[config.mk]
export PLATFORM = sky130hd
export DESIGN_NAME = stack_access_ctrl
export DESIGN_NICKNAME = d
export VERILOG_FILES = /design/src/rtl/stack_pkg.sv /design/src/rtl/stack_bound_check.sv /design/src/rtl/stack_access_ctrl.sv
export SDC_FILE = /design/constraint.sdc
export NUM_CORES = 1
export LEC_CHECK = 0
export CORE_UTILIZATION = 45
export CTS_BUF_LIST = sky130_fd_sc_hd__clkbuf_8 sky130_fd_sc_hd__clkbuf_16
export DETAILED_ROUTE_END_ITERATION = 10
export PLACE_DENSITY = 0.89
export SLEW_MARGIN = 20
export SYNTH_ARGS = -nofsm -noshare
export SYNTH_HDL_FRONTEND = slang
export SYNTH_HIERARCHICAL = 1
export SYNTH_SLANG_ARGS = --single-unit
export TNS_END_PERCENT = 20
[constraint.sdc]
create_clock -name clk -period 1.6 [get_ports clk]
set_clock_uncertainty 0.1 [all_clocks]
set_input_delay 0.48 -clock clk [delete_from_list [all_inputs] [get_ports clk]]
set_output_delay 0.48 -clock clk [all_outputs]
set_load 0.005 [all_outputs]
[src/rtl/stack_pkg.sv]
// stack_pkg: op, state and response-code encodings shared by the stack access controller.
package stack_pkg;
    typedef enum logic {OP_PUSH = 1'b0, OP_POP = 1'b1} op_e;
    typedef enum logic [1:0] {IDLE = 2'd0, ACCESS = 2'd1, DONE = 2'd2} state_e;
    typedef enum logic [1:0] {
        ERR_OK  = 2'b00,
        ERR_OVF = 2'b01,
        ERR_UNF = 2'b10,
        ERR_TMO = 2'b11
    } err_e;
endpackage

[src/rtl/stack_bound_check.sv]
// stack_bound_check: target address, next SP and bound error for a push/pop at the given SP.
module stack_bound_check
    import stack_pkg::*;
#(
    parameter int ADDR_W   = 16,
    parameter int SP_LIMIT = 768,
    parameter int SP_RESET = 1016
) (
    input  op_e               op,
    input  logic [ADDR_W-1:0] sp,
    output logic [ADDR_W-1:0] addr,
    output logic [ADDR_W-1:0] next_sp,
    output err_e              err
);
    always_comb begin
        addr    = op == OP_PUSH ? sp - 1'b1 : sp;
        next_sp = op == OP_PUSH ? sp - 1'b1 : sp + 1'b1;
        err     = op == OP_PUSH ? (sp <= ADDR_W'(SP_LIMIT) ? ERR_OVF : ERR_OK)
                                : (sp >= ADDR_W'(SP_RESET) ? ERR_UNF : ERR_OK);
    end
endmodule

[src/rtl/stack_access_ctrl.sv]
// stack_access_ctrl: sequences push/pop commands into stack memory accesses and SP updates.
// Optional ACCESS-state timeout is enabled by defining STACK_TIMEOUT_EN.
module stack_access_ctrl
    import stack_pkg::*;
#(
    parameter int DATA_W         = 16,
    parameter int ADDR_W         = 16,
    parameter int SP_RESET       = 1016,
    parameter int SP_LIMIT       = 768,
    parameter int TIMEOUT_CYCLES = 255
) (
    input  logic              clk,
    input  logic              reset,
    input  logic              cmd_valid,
    output logic              cmd_ready,
    input  logic              cmd_op,
    input  logic [DATA_W-1:0] cmd_data,
    input  logic [ADDR_W-1:0] sp_in,
    output logic              sp_write,
    output logic [ADDR_W-1:0] sp_wdata,
    output logic              mem_req,
    output logic              mem_we,
    output logic [ADDR_W-1:0] mem_addr,
    output logic [DATA_W-1:0] mem_wdata,
    input  logic              mem_ack,
    input  logic [DATA_W-1:0] mem_rdata,
    output logic              rsp_valid,
    output logic [DATA_W-1:0] rsp_data,
    output logic [1:0]        rsp_err
);
    state_e            state, state_nx;
    err_e              chk_err, err_q;
    logic [ADDR_W-1:0] tgt_addr, tgt_sp;
    logic              accept, finish, tmo;

    stack_bound_check #(
        .ADDR_W  (ADDR_W),
        .SP_LIMIT(SP_LIMIT),
        .SP_RESET(SP_RESET)
    ) u_bound (
        .op     (op_e'(cmd_op)),
        .sp     (sp_in),
        .addr   (tgt_addr),
        .next_sp(tgt_sp),
        .err    (chk_err)
    );

    assign cmd_ready = state == IDLE;
    assign accept    = cmd_ready && cmd_valid;
    assign finish    = state == ACCESS && (mem_ack || tmo);
    assign mem_req   = state == ACCESS;
    assign rsp_valid = state == DONE;
    assign sp_write  = state == DONE && err_q == ERR_OK;
    assign rsp_err   = err_q;

`ifdef STACK_TIMEOUT_EN
    localparam int TW = $clog2(TIMEOUT_CYCLES + 1);
    logic [TW-1:0] cnt;
    // Counts ACCESS cycles without an ack; an ack in the expiring cycle still wins via finish.
    assign tmo = state == ACCESS && cnt == TW'(TIMEOUT_CYCLES - 1);
    always_ff @(posedge clk or negedge reset) begin
        if (!reset) cnt <= '0;
        else        cnt <= state == ACCESS && !mem_ack && !tmo ? cnt + 1'b1 : '0;
    end
`else
    assign tmo = 1'b0;
`endif

    always_ff @(posedge clk or negedge reset) begin
        if (!reset) state <= IDLE;
        else        state <= state_nx;
    end

    always_comb begin
        state_nx = state;
        state_nx = state == IDLE   ? (accept ? (chk_err == ERR_OK ? ACCESS : DONE) : IDLE) :
                   state == ACCESS ? (finish ? DONE : ACCESS) : IDLE;
    end

    always_ff @(posedge clk or negedge reset) begin
        if (!reset) begin
            mem_we    <= 1'b0;
            mem_addr  <= '0;
            mem_wdata <= '0;
            sp_wdata  <= '0;
            rsp_data  <= '0;
            err_q     <= ERR_OK;
        end else if (accept) begin
            mem_we    <= ~cmd_op;
            mem_addr  <= tgt_addr;
            mem_wdata <= cmd_data;
            sp_wdata  <= tgt_sp;
            rsp_data  <= '0;
            err_q     <= chk_err;
        end else if (finish) begin
            if (mem_ack && !mem_we) rsp_data <= mem_rdata;
            if (!mem_ack) err_q <= ERR_TMO;
        end
    end
endmodule

==> metrics.csv, run 1 <==
stage,metric,value,unit
floorplan,Cell Rows,31,
power_and_ir_drop,Reg power frac,40.0,%
status,status,"complete, but fails checks",
placed_design,port buffer count,123,
route,first-pass iteration count of the detailed router,4,
final_layout,Antenna Cells,0,
timing,Worst-Margin Slew,399.5,ps
route,DRT iter0 DRCs,154,
logic_synthesis,Synth Cell Area,0.003336,sq mm
worst_setup_path,Crit Path Class,in -> reg,
global_routing,grt ovf,0,
logic_synthesis,Synth cell types,41,
clock_tree,TritonCTS Buffers,9,
clock_tree,clock slew at reported path FFs,90,ps
power_and_ir_drop,sw frac,31.82,%
power_and_ir_drop,Int Pwr,4187,uW
global_routing,antenna violations before repair,0,
global_routing,largest net degree at the start of global routing,70,
final_layout,Total Nets Final,618,
floorplan,Ports,124,
timing,final hold viol count,0,
timing,Max Fclk,514.5,MHz
timing,Tmin final,1944,ps
clock_tree,htree depth,3,
logic_synthesis,Synthesis Warnings,6,
worst_setup_path,Setup crit end kind,register,
worst_setup_path,CP startpoint kind,primary input,
route,vias,3469,
global_routing,number of global-route vias before repair,3332,
timing,final worst slack,-343.6,ps
clock_tree,Worst-Skew Late Latency,350,ps
clock_tree,Num Clock Sinks,69,
power_and_ir_drop,maximum vdd drop,0.0005587,V
final_layout,final design utilization,80.47,%
floorplan,Die H,88.10,microns
timing,Hold WS,31.29,ps
final_layout,fraction of layout cells with a size suffix above 1,31.10,%
final_layout,Area growth syn-to-layout,74.04,%
timing,Slew HR,73.12,%
logic_synthesis,Synth Area per Inst,9.040,sq um
route,Detail Route Antenna Nets,0,
timing,Setup-failing EPs final,31,
route,Post-Route WL,11.46,mm
floorplan,Die X,88.10,microns
final_layout,most frequent cells in the layout,"154 x nand2_1, 69 x dfrtp_1, 56 x buf_4",
power_and_ir_drop,Cell Pwr Density,1058,mW/mm^2
min_path,HP Class,in -> async,
global_routing,first-pass GRT wire length,16.12,mm
timing,max-slew violations,0,
logic_synthesis,count of state elements after synthesis,69,
worst_setup_path,"Data arrival, critical path",2100,ps
clock_tree,clock root buffer master,clkbuf_8,
route,vias per inst,5.217,
placed_design,HPWL Detailed,7.015,mm
power_and_ir_drop,Pleak,0.002940,uW
global_routing,Total GRT Usage,27.94,%
clock_tree,CTS Buffer Depth,2,
power_and_ir_drop,net load switching power,1954,uW
timing,setup_tns,-2971,ps
timing,RSZ-0062 raised after global routing,yes,
route,DRC errors left,0,
logic_synthesis,Post-synth top flop,dfrtp_1,
logic_synthesis,"Seq/Total Area, Yosys",51.76,%
floorplan,Initial Util,46.24,%
floorplan,Die Footprint,0.007761,sq mm
final_layout,"commonest non-fill, non-tap cell in the layout",nand2_1,
route,WL/cell,17.24,microns
floorplan,core area,0.007214,sq mm
logic_synthesis,Post-synth EDFFs,0,
placed_design,Placer Congestion,0.8824,
clock_tree,hold_buf cts,0,
logic_synthesis,fraction of registers with async set/reset,100.0,%
logic_synthesis,syn nets,426,
power_and_ir_drop,clock network fraction of design power,26.3,%
timing,final worst path period share,121.5,%
job,max cap viols,0,
power_and_ir_drop,Comb pwr share,33.7,%
clock_tree,TritonCTS clock tree,yes,
power_and_ir_drop,Pwr Total,6142,uW
logic_synthesis,Cells after Synth,369,
status,violated checks,negative setup slack,
worst_setup_path,CP required,1760,ps
worst_setup_path,CP Max Fanout,3,
layer usage:
layer | GRT usage, % | up-vias | routed length (microns)
met5 | 0 | - | 0
met4 | 13.78 | 0 | 325
met3 | 5.090 | 27 | 842
met2 | 49.12 | 164 | 5849
met1 | 32.91 | 1691 | 4446
li1 | - | 1587 | -
power groups by stage:
stage	Sequential (uW)	Combinational (uW)	Clock, uW
after floorplan	2480	660	0
after global placement	2440	2030	0
after CTS	2440	1910	1610
final	2460	2070	1610
after detailed placement	2470	2090	0
after global routing	2490	2250	1690
cell type report:
cell class / count / area (sq um)
Multi-Input combinational cell: 271 / 1763
Inverter: 5 / 36.28
Sequential cell: 69 / 1727
Tap cell: 99 / 123.9
Fill cell: 409 / 1409
Timing Repair Buffer: 205 / 1934
Clock buffer: 9 / 123.9
Clock inverter: 7 / 97.59
critical path: stages:
cell and delay (ps):
buf_6 90, or3_4 410, or4_4 580, a31oi_2 190, nor2_2 90, o32ai_2 260
timing repair:
| item | 4_1_cts | 5_1_grt |
|---|---|---|
| resized for setup | 231 | 73 |
| pin swaps | 37 | 28 |
| cloned | 0 | 1 |
| endpoints found under the setup margin | 124 | 100 |
| buffers inserted | 16 | 7 |
cells in the mapped netlist, drive strengths merged (2+ instances only):
cell type  count  area share [%]
nand2        159              18
dfrtp         69              52
buf           19             3.5
xnor2         17             4.5
a22o          16             4.2
xor2          11             2.9
nor3          10             1.8
a21oi          6            0.90
clkbuf         5            0.56
inv            5            0.56
nand3          5            0.75
o21ai          5            0.75
a31oi          4            0.75
ha             4             1.5
nor2           4            0.68
or3            4            0.75
and3           3            0.56
nor3b          3            0.83
a41oi          2            0.53
and2b          2            0.49
nand4          2            0.38
nor2b          2            0.38
through the flow:
step	cells	setup WS [ps]	cell area, sq um
after floorplan	369	-439.1	3367
after global placement	629	-906.5	5071
after detailed placement	629	-957.4	5071
after CTS	658	-288.0	5587
after global routing	665	-360.4	5806
final	665	-343.6	5806
final timing paths:
check	from	to	slack [ps]	depth (start not counted)
hold reg to reg	mem_addr[13]	mem_addr[13]	370	2
max in group asynchronous	reset	sp_wdata[11]	1040	2
hold / removal	reset	sp_wdata[0]	30	2
setup / recovery	sp_in[11]	state[0]	-340	6
setup reg to reg	state[0]	sp_wdata[5]	-30	7
min in group clk	mem_addr[13]	mem_addr[13]	370	2
kinds of logic after synthesis:
group	after synthesis	share of synthesized area (%)
multiplexers	1	0.3001
AO/OA/AOI/OAI	34	7.389
buffers and inverters	29	4.651
adder cells (fa/ha/maj)	4	1.500
flip-flops	69	51.76
AND/OR/NAND/NOR	204	27.04
XOR/XNOR	28	7.352
registers in the layout (all words and copies together) (netlist names):
register,cells
mem_addr,16
mem_wdata,16
mem_we,1
rsp_data,16
rsp_err,2
sp_wdata,16
state,2
No activity file was read; power rests on OpenSTA's default activity.
==> run 2: changes to the inputs <==
--- a/config.mk
+++ b/config.mk
@@ -8,7 +8,8 @@
 export CORE_UTILIZATION = 45
 export CTS_BUF_LIST = sky130_fd_sc_hd__clkbuf_8 sky130_fd_sc_hd__clkbuf_16
 export DETAILED_ROUTE_END_ITERATION = 10
-export PLACE_DENSITY = 0.89
+export GPL_TIMING_DRIVEN = 0
+export PLACE_DENSITY = 0.81
 export SLEW_MARGIN = 20
 export SYNTH_ARGS = -nofsm -noshare
 export SYNTH_HDL_FRONTEND = slang
==> metrics.csv, run 2 (synthesis gave the netlist of run 1 again) <==
stage,metric,value,unit,change
min_path,Worst Min Path Start,cmd_op,,
global_routing,busiest grt layer,met2,,
final_layout,final design utilization,75.55,%,-4.9 points
final_layout,Total Nets Final,586,,-5.2%
global_routing,number of global-route vias before repair,3227,,-3.2%
timing,final worst slack,-279.8,ps,+63.75 ps
clock_tree,Num Clock Sinks,69,,unchanged
floorplan,Ports,124,,unchanged
global_routing,antenna violations before repair,0,,unchanged
final_layout,Fillers,478,,+17%
final_layout,Area growth syn-to-layout,63.39,%,
route,WL/cell,17.35,microns,+0.67%
global_routing,met2 Use GR,44.75,%,-4.4 points
timing,Worst-Margin Slew,425.6,ps,+26.12 ps
clock_tree,Worst-Skew Late Latency,340,ps,about the same
timing,final hold viol count,0,,unchanged
placed_design,dpl cells,583,,-7.3%
final_layout,fraction of layout cells with a size suffix above 1,24.72,%,-6.4 points
route,DRC errors left,0,,unchanged
floorplan,Die H,88.10,microns,unchanged
final_layout,"commonest non-fill, non-tap cell in the layout",nand2_1,,
floorplan,core area,0.007214,sq mm,unchanged
route,Detail Route Antenna Nets,0,,unchanged
clock_tree,TritonCTS Buffers,9,,unchanged
status,violated checks,negative setup slack,,
route,DRT iter0 DRCs,185,,+20%
timing,Tmin final,1880,ps,-63.75 ps
floorplan,Die Footprint,0.007761,sq mm,unchanged
worst_setup_path,Setup crit end kind,register,,
worst_setup_path,CP Max Fanout,5,,+2
placed_design,HPWL Detailed,6.435,mm,-8.3%
worst_setup_path,Crit Path Class,in -> reg,,
placed_design,port buffer count,114,,-7.3%
global_routing,met1 usage,30.30,%,-2.6 points
final_layout,Antenna Cells,0,,unchanged
worst_setup_path,"Data arrival, critical path",2060,ps,-40 ps
floorplan,Initial Util,46.24,%,unchanged
clock_tree,CTS Buffer Depth,2,,unchanged
global_routing,first-pass GRT wire length,15.21,mm,-5.6%
timing,Slew HR,71.25,%,-1.9 points
route,vias per inst,5.332,,+2.2%
final_layout,Non-Filler Instances,633,,-4.8%
job,max cap viols,0,,unchanged
worst_setup_path,CP required,1780,ps,+20 ps
min_path,HP Class,in -> reg,,
power_and_ir_drop,Cell Pwr Density,1051,mW/mm^2,-0.69%
timing,Setup-failing EPs final,25,,-19%
power_and_ir_drop,Pwr Total,5726,uW,-6.8%
placed_design,worst slack at placement,-1092,ps,-134.6 ps
route,first-pass iteration count of the detailed router,4,,unchanged
floorplan,Die X,88.10,microns,unchanged
clock_tree,TritonCTS clock tree,yes,,
global_routing,global-route track usage on met3,5.561,%,+0.47 points
clock_tree,htree depth,3,,unchanged
floorplan,Cell Rows,31,,unchanged
timing,max-slew violations,0,,unchanged
clock_tree,clock slew at reported path FFs,70,ps,-20 ps
power_and_ir_drop,maximum vdd drop,0.0006617,V,+18%
final_layout,most frequent cells in the layout,"157 x nand2_1, 69 x dfrtp_1, 60 x dlygate4sd2_1",,
status,status,"complete, but fails checks",,
timing,final worst path period share,117.5,%,-4.0 points
worst_setup_path,RR Startpoint,state[0],,
route,vias,3375,,-2.7%
placed_design,Placer Congestion,0.8832,,about the same
clock_tree,clock root buffer master,clkbuf_8,,
timing,Max Fclk,532.0,MHz,+3.4%
worst_setup_path,CP startpoint kind,primary input,,
timing,RSZ-0062 raised after global routing,yes,,
worst_setup_path,crit path from,sp_in[0],,
global_routing,largest net degree at the start of global routing,42,,-40%
route,Post-Route WL,10.98,mm,-4.2%
global_routing,grt ovf,0,,unchanged
power_and_ir_drop,Pleak,0.002825,uW,-3.9%
global_routing,Total GRT Usage,25.90,%,-2.0 points
run 2: timing repair:
item                       CTS  global route
buffers inserted            21            14
resized for setup          166            65
pin swaps                   15            25
hold buffers                 1             0
hold endpoints to repair    28             0
cloned                       0             0
setup endpoints to repair  139            73
run 2: per-stage QoR:
stage / setup TNS, ps / area [sq um] / hold slack (ps)
2_1_floorplan: -5472 / 3367 / 84.41
6_report: -3281 / 5450 / 334.2
5_1_grt: -4816 / 5450 / 347.3
3_5_place_dp: -44540 / 4649 / 330.5
4_1_cts: -2694 / 5134 / 308.9
3_3_place_gp: -198650 / 4632 / 358.6
run 2: final cells by class:
cell class              count  area, sq um  share of cell area (%)
multi-input cells         271         1737                   31.86
flip-flops and latches     69         1727                   31.68
repair buffers            151         1411                   25.90
plain buffers              22        212.7                   3.903
clock buffers              10        137.6                   2.525
well taps                  99        123.9                   2.273
clock inverters             6        55.05                   1.010
inverters                   5        46.29                  0.8494
run 2: final timing paths:
kind | end | slack, ps | depth (start not counted)
worst max-delay path | mem_addr[6] | -280 | 10
worst min-delay path | mem_we | 330 | 3
worst max register to register | sp_wdata[7] | 10 | 5
worst min register to register | mem_wdata[14] | 370 | 2
max in group asynchronous | mem_we | 310 | 3
min in group asynchronous | mem_wdata[12] | 530 | 2
run 2: worst max-delay path, stage by stage:
cell,delay (ps)
buf_12,120
clkinv_8,40
ha_4,120
or4b_4,490
buf_4,170
nor3_4,210
buf_4,150
xor2_1,160
nand2_1,70
nand2_1,60
run 2: layer usage:
metal  vias to the layer above  wire [microns]
met5                         -               0
met4                         0             382
met3                        42             845
met2                       201            5565
met1                      1605            4190
li1                       1527               -
run 2: power breakdown:
| part | internal [uW] | switching [uW] | total [uW] |
|---|---|---|---|
| Combinational | 1010 | 895 | 1900 |
| Sequential | 2180 | 237 | 2420 |
| Clock | 746 | 658 | 1400 |
==> run 3: changes to the inputs <==
--- a/config.mk
+++ b/config.mk
@@ -5,11 +5,13 @@
 export SDC_FILE = /design/constraint.sdc
 export NUM_CORES = 1
 export LEC_CHECK = 0
+export CORE_MARGIN = 1.5
 export CORE_UTILIZATION = 45
 export CTS_BUF_LIST = sky130_fd_sc_hd__clkbuf_8 sky130_fd_sc_hd__clkbuf_16
 export DETAILED_ROUTE_END_ITERATION = 10
+export DONT_BUFFER_PORTS = 1
 export GPL_TIMING_DRIVEN = 0
-export PLACE_DENSITY = 0.81
+export PLACE_DENSITY = 0.72
 export SLEW_MARGIN = 20
 export SYNTH_ARGS = -nofsm -noshare
 export SYNTH_HDL_FRONTEND = slang
==> metrics.csv, run 3 (synthesis gave the netlist of run 1 again) <==
stage,metric,value,unit,change
status,status,"complete, but fails checks",,
status,violated checks,"negative hold slack, negative setup slack",,
clock_tree,Worst-Skew Late Latency,330,ps,about the same
final_layout,Total Nets Final,448,,-24%
global_routing,number of global-route vias before repair,2424,,-25%
timing,Setup-failing EPs final,16,,-36%
worst_setup_path,CP Max Fanout,3,,-2
clock_tree,TritonCTS clock tree,yes,,
final_layout,Area growth syn-to-layout,21.19,%,
timing,Slew HR,67.75,%,-3.5 points
final_layout,Multi-input gate area,0.001633,sq mm,-6.0%
clock_tree,CTS Buffer Depth,2,,unchanged
power_and_ir_drop,maximum vdd drop,0.0005836,V,-12%
route,WL/cell,16.02,microns,-7.7%
route,wire length on met2,3.713,mm,-33%
global_routing,grt ovf,0,,unchanged
worst_setup_path,slack of the worst reg-to-reg path,30,ps,+20 ps
timing,Hold WS,-272.5,ps,-606.8 ps
timing,max-slew violations,0,,unchanged
clock_tree,clock root buffer master,clkbuf_8,,
global_routing,Total GRT Usage,19.16,%,-6.7 points
final_layout,"commonest non-fill, non-tap cell in the layout",nand2_1,,
floorplan,Initial Util,46.24,%,unchanged
route,M1 WL,3.370,mm,-20%
final_layout,most frequent cells in the layout,"157 x nand2_1, 67 x dfrtp_1, 16 x a22o_1, 16 x xnor2_1, 13 x buf_4",,
global_routing,first-pass GRT wire length,11.50,mm,-24%
clock_tree,clock slew at reported path FFs,80,ps,about the same
worst_setup_path,CP Cell Sequence,clkbuf_16 > or3_4 > or4_4 > a31oi_4 > nor2_2 > o21ai_1 > nand2_1,,
timing,Tmin final,1760,ps,-120.1 ps
timing,final worst path period share,110.0,%,-7.5 points
route,Detail Route Antenna Nets,0,,unchanged
floorplan,Cell Rows,31,,unchanged
final_layout,Fillers,660,,+38%
floorplan,Ports,124,,unchanged
power_and_ir_drop,Cell Pwr Density,1258,mW/mm^2,+20%
placed_design,worst slack at placement,-646.0,ps,+445.9 ps
power_and_ir_drop,Pleak,0.002020,uW,-28%
route,DR top layer,met4,,
worst_setup_path,Setup crit end kind,register,,
route,DRT iter0 DRCs,57,,-69%
route,vias per inst,5.257,,-1.4%
route,DRC errors left,0,,unchanged
placed_design,HPWL Detailed,5.591,mm,-13%
placed_design,DP Area,0.003491,sq mm,-25%
clock_tree,htree depth,3,,unchanged
route,met3 WL,736,microns,-13%
floorplan,Die Footprint,0.007938,sq mm,+2.3%
worst_setup_path,CP startpoint kind,primary input,,
floorplan,Die H,89.10,microns,+1.1%
final_layout,Antenna Cells,0,,unchanged
clock_tree,TritonCTS Buffers,9,,unchanged
route,first-pass iteration count of the detailed router,4,,unchanged
final_layout,fraction of layout cells with a size suffix above 1,22.22,%,-2.5 points
timing,final hold viol count,69,,+69
timing,Worst-Margin Slew,479.3,ps,+53.63 ps
job,max cap viols,0,,unchanged
timing,final worst slack,-159.7,ps,+120.2 ps
worst_setup_path,crit-path max cell delay,470,ps,-20 ps
final_layout,Non-Filler Instances,495,,-22%
final_layout,register area,0.001729,sq mm,+0.14%
worst_setup_path,Slowest cell on crit path,or4_4,,
global_routing,largest net degree at the start of global routing,70,,+67%
timing,Max Fclk,568.3,MHz,+6.8%
floorplan,core area,0.007214,sq mm,unchanged
route,vias,2602,,-23%
timing,RSZ-0062 raised after global routing,yes,,
placed_design,dpl cells,468,,-20%
final_layout,final instance area,0.004043,sq mm,-26%
global_routing,antenna violations before repair,0,,unchanged
worst_setup_path,Crit Path Class,in -> reg,,
worst_setup_path,CP required,1720,ps,-60 ps
min_path,HP Class,in -> async,,
timing,setup_tns,-1012,ps,+2269 ps
placed_design,port buffer count,0,,-100%
floorplan,Die X,89.10,microns,+1.1%
placed_design,Placer Congestion,0.8270,,-6.4%
clock_tree,Num Clock Sinks,69,,unchanged
route,Post-Route WL,7.931,mm,-28%
worst_setup_path,"Data arrival, critical path",1880,ps,-180 ps
-- run 3: changes by cell type in the layout (fill, tap and decap cells not counted), sizes merged, moves of 3 or more --
| cell | before | now |
|---|---|---|
| clkdlybuf4s15 | 11 | 0 |
| clkdlybuf4s50 | 32 | 0 |
| clkinv | 4 | 1 |
| dlygate4sd2 | 60 | 0 |
| buf | 64 | 30 |
-- run 3: stage by stage --
step / util, % / hold slack, ps / total power (uW)
2_1_floorplan: - / 84.41 / 3140
3_3_place_gp: 48.39 / 85.81 / 3367
3_5_place_dp: 48.39 / 85.74 / 3411
4_1_cts: 54.46 / -289.0 / 5125
5_1_grt: 56.04 / -295.9 / 5401
6_report: 56.04 / -272.5 / 5086
-- run 3: final timing paths --
check	startpoint	end	depth (start not counted)
max	sp_in[12]	state[1]	7
min	reset	mem_wdata[0]	0
max reg2reg	state[0]	rsp_data[8]	5
min reg2reg	mem_addr[1]	mem_addr[1]	2
max in group asynchronous	reset	state[1]	0
min in group clk	mem_ack	state[0]	1
-- run 3: layout make-up --
class | count | area share (%)
Sequential cell | 69 | 42.77
Inverter | 5 | 0.5881
Multi-Input combinational cell | 271 | 40.39
Tap cell | 99 | 3.064
Clock inverter | 5 | 2.012
Buffer | 22 | 4.921
Timing Repair Buffer | 13 | 2.507
Clock buffer | 11 | 3.745
-- run 3: timing repair --
| item | in CTS | in global routing |
|---|---|---|
| hold endpoints to repair | 69 | 69 |
| setup buffers | 8 | 5 |
| gates resized for setup | 36 | 19 |
| pin swaps | 7 | 20 |
| endpoints found under the setup margin | 64 | 45 |
-- run 3: metal layers --
metal,up-vias,global-route usage [%]
met5,-,0
met3,11,6.556
met2,115,30.90
met1,1230,23.55
met4,0,7.832
li1,1246,-
-- run 3: power breakdown --
group / internal [uW] / switching [uW] / leakage, uW
combinational: 396 / 500 / 0.00103
sequential: 2190 / 379 / 0.000872
clock: 966 / 659 / 0.000116
total: 3550 / 1540 / 0.00202
-- run 3: worst max-delay path: cells and delay by family --
| family | cells | cell delay [ps] |
|---|---|---|
| AND/OR/NAND/NOR | 4 | 990 |
| AO/OA/AOI/OAI | 2 | 290 |
| buffers and inverters | 1 | 120 |
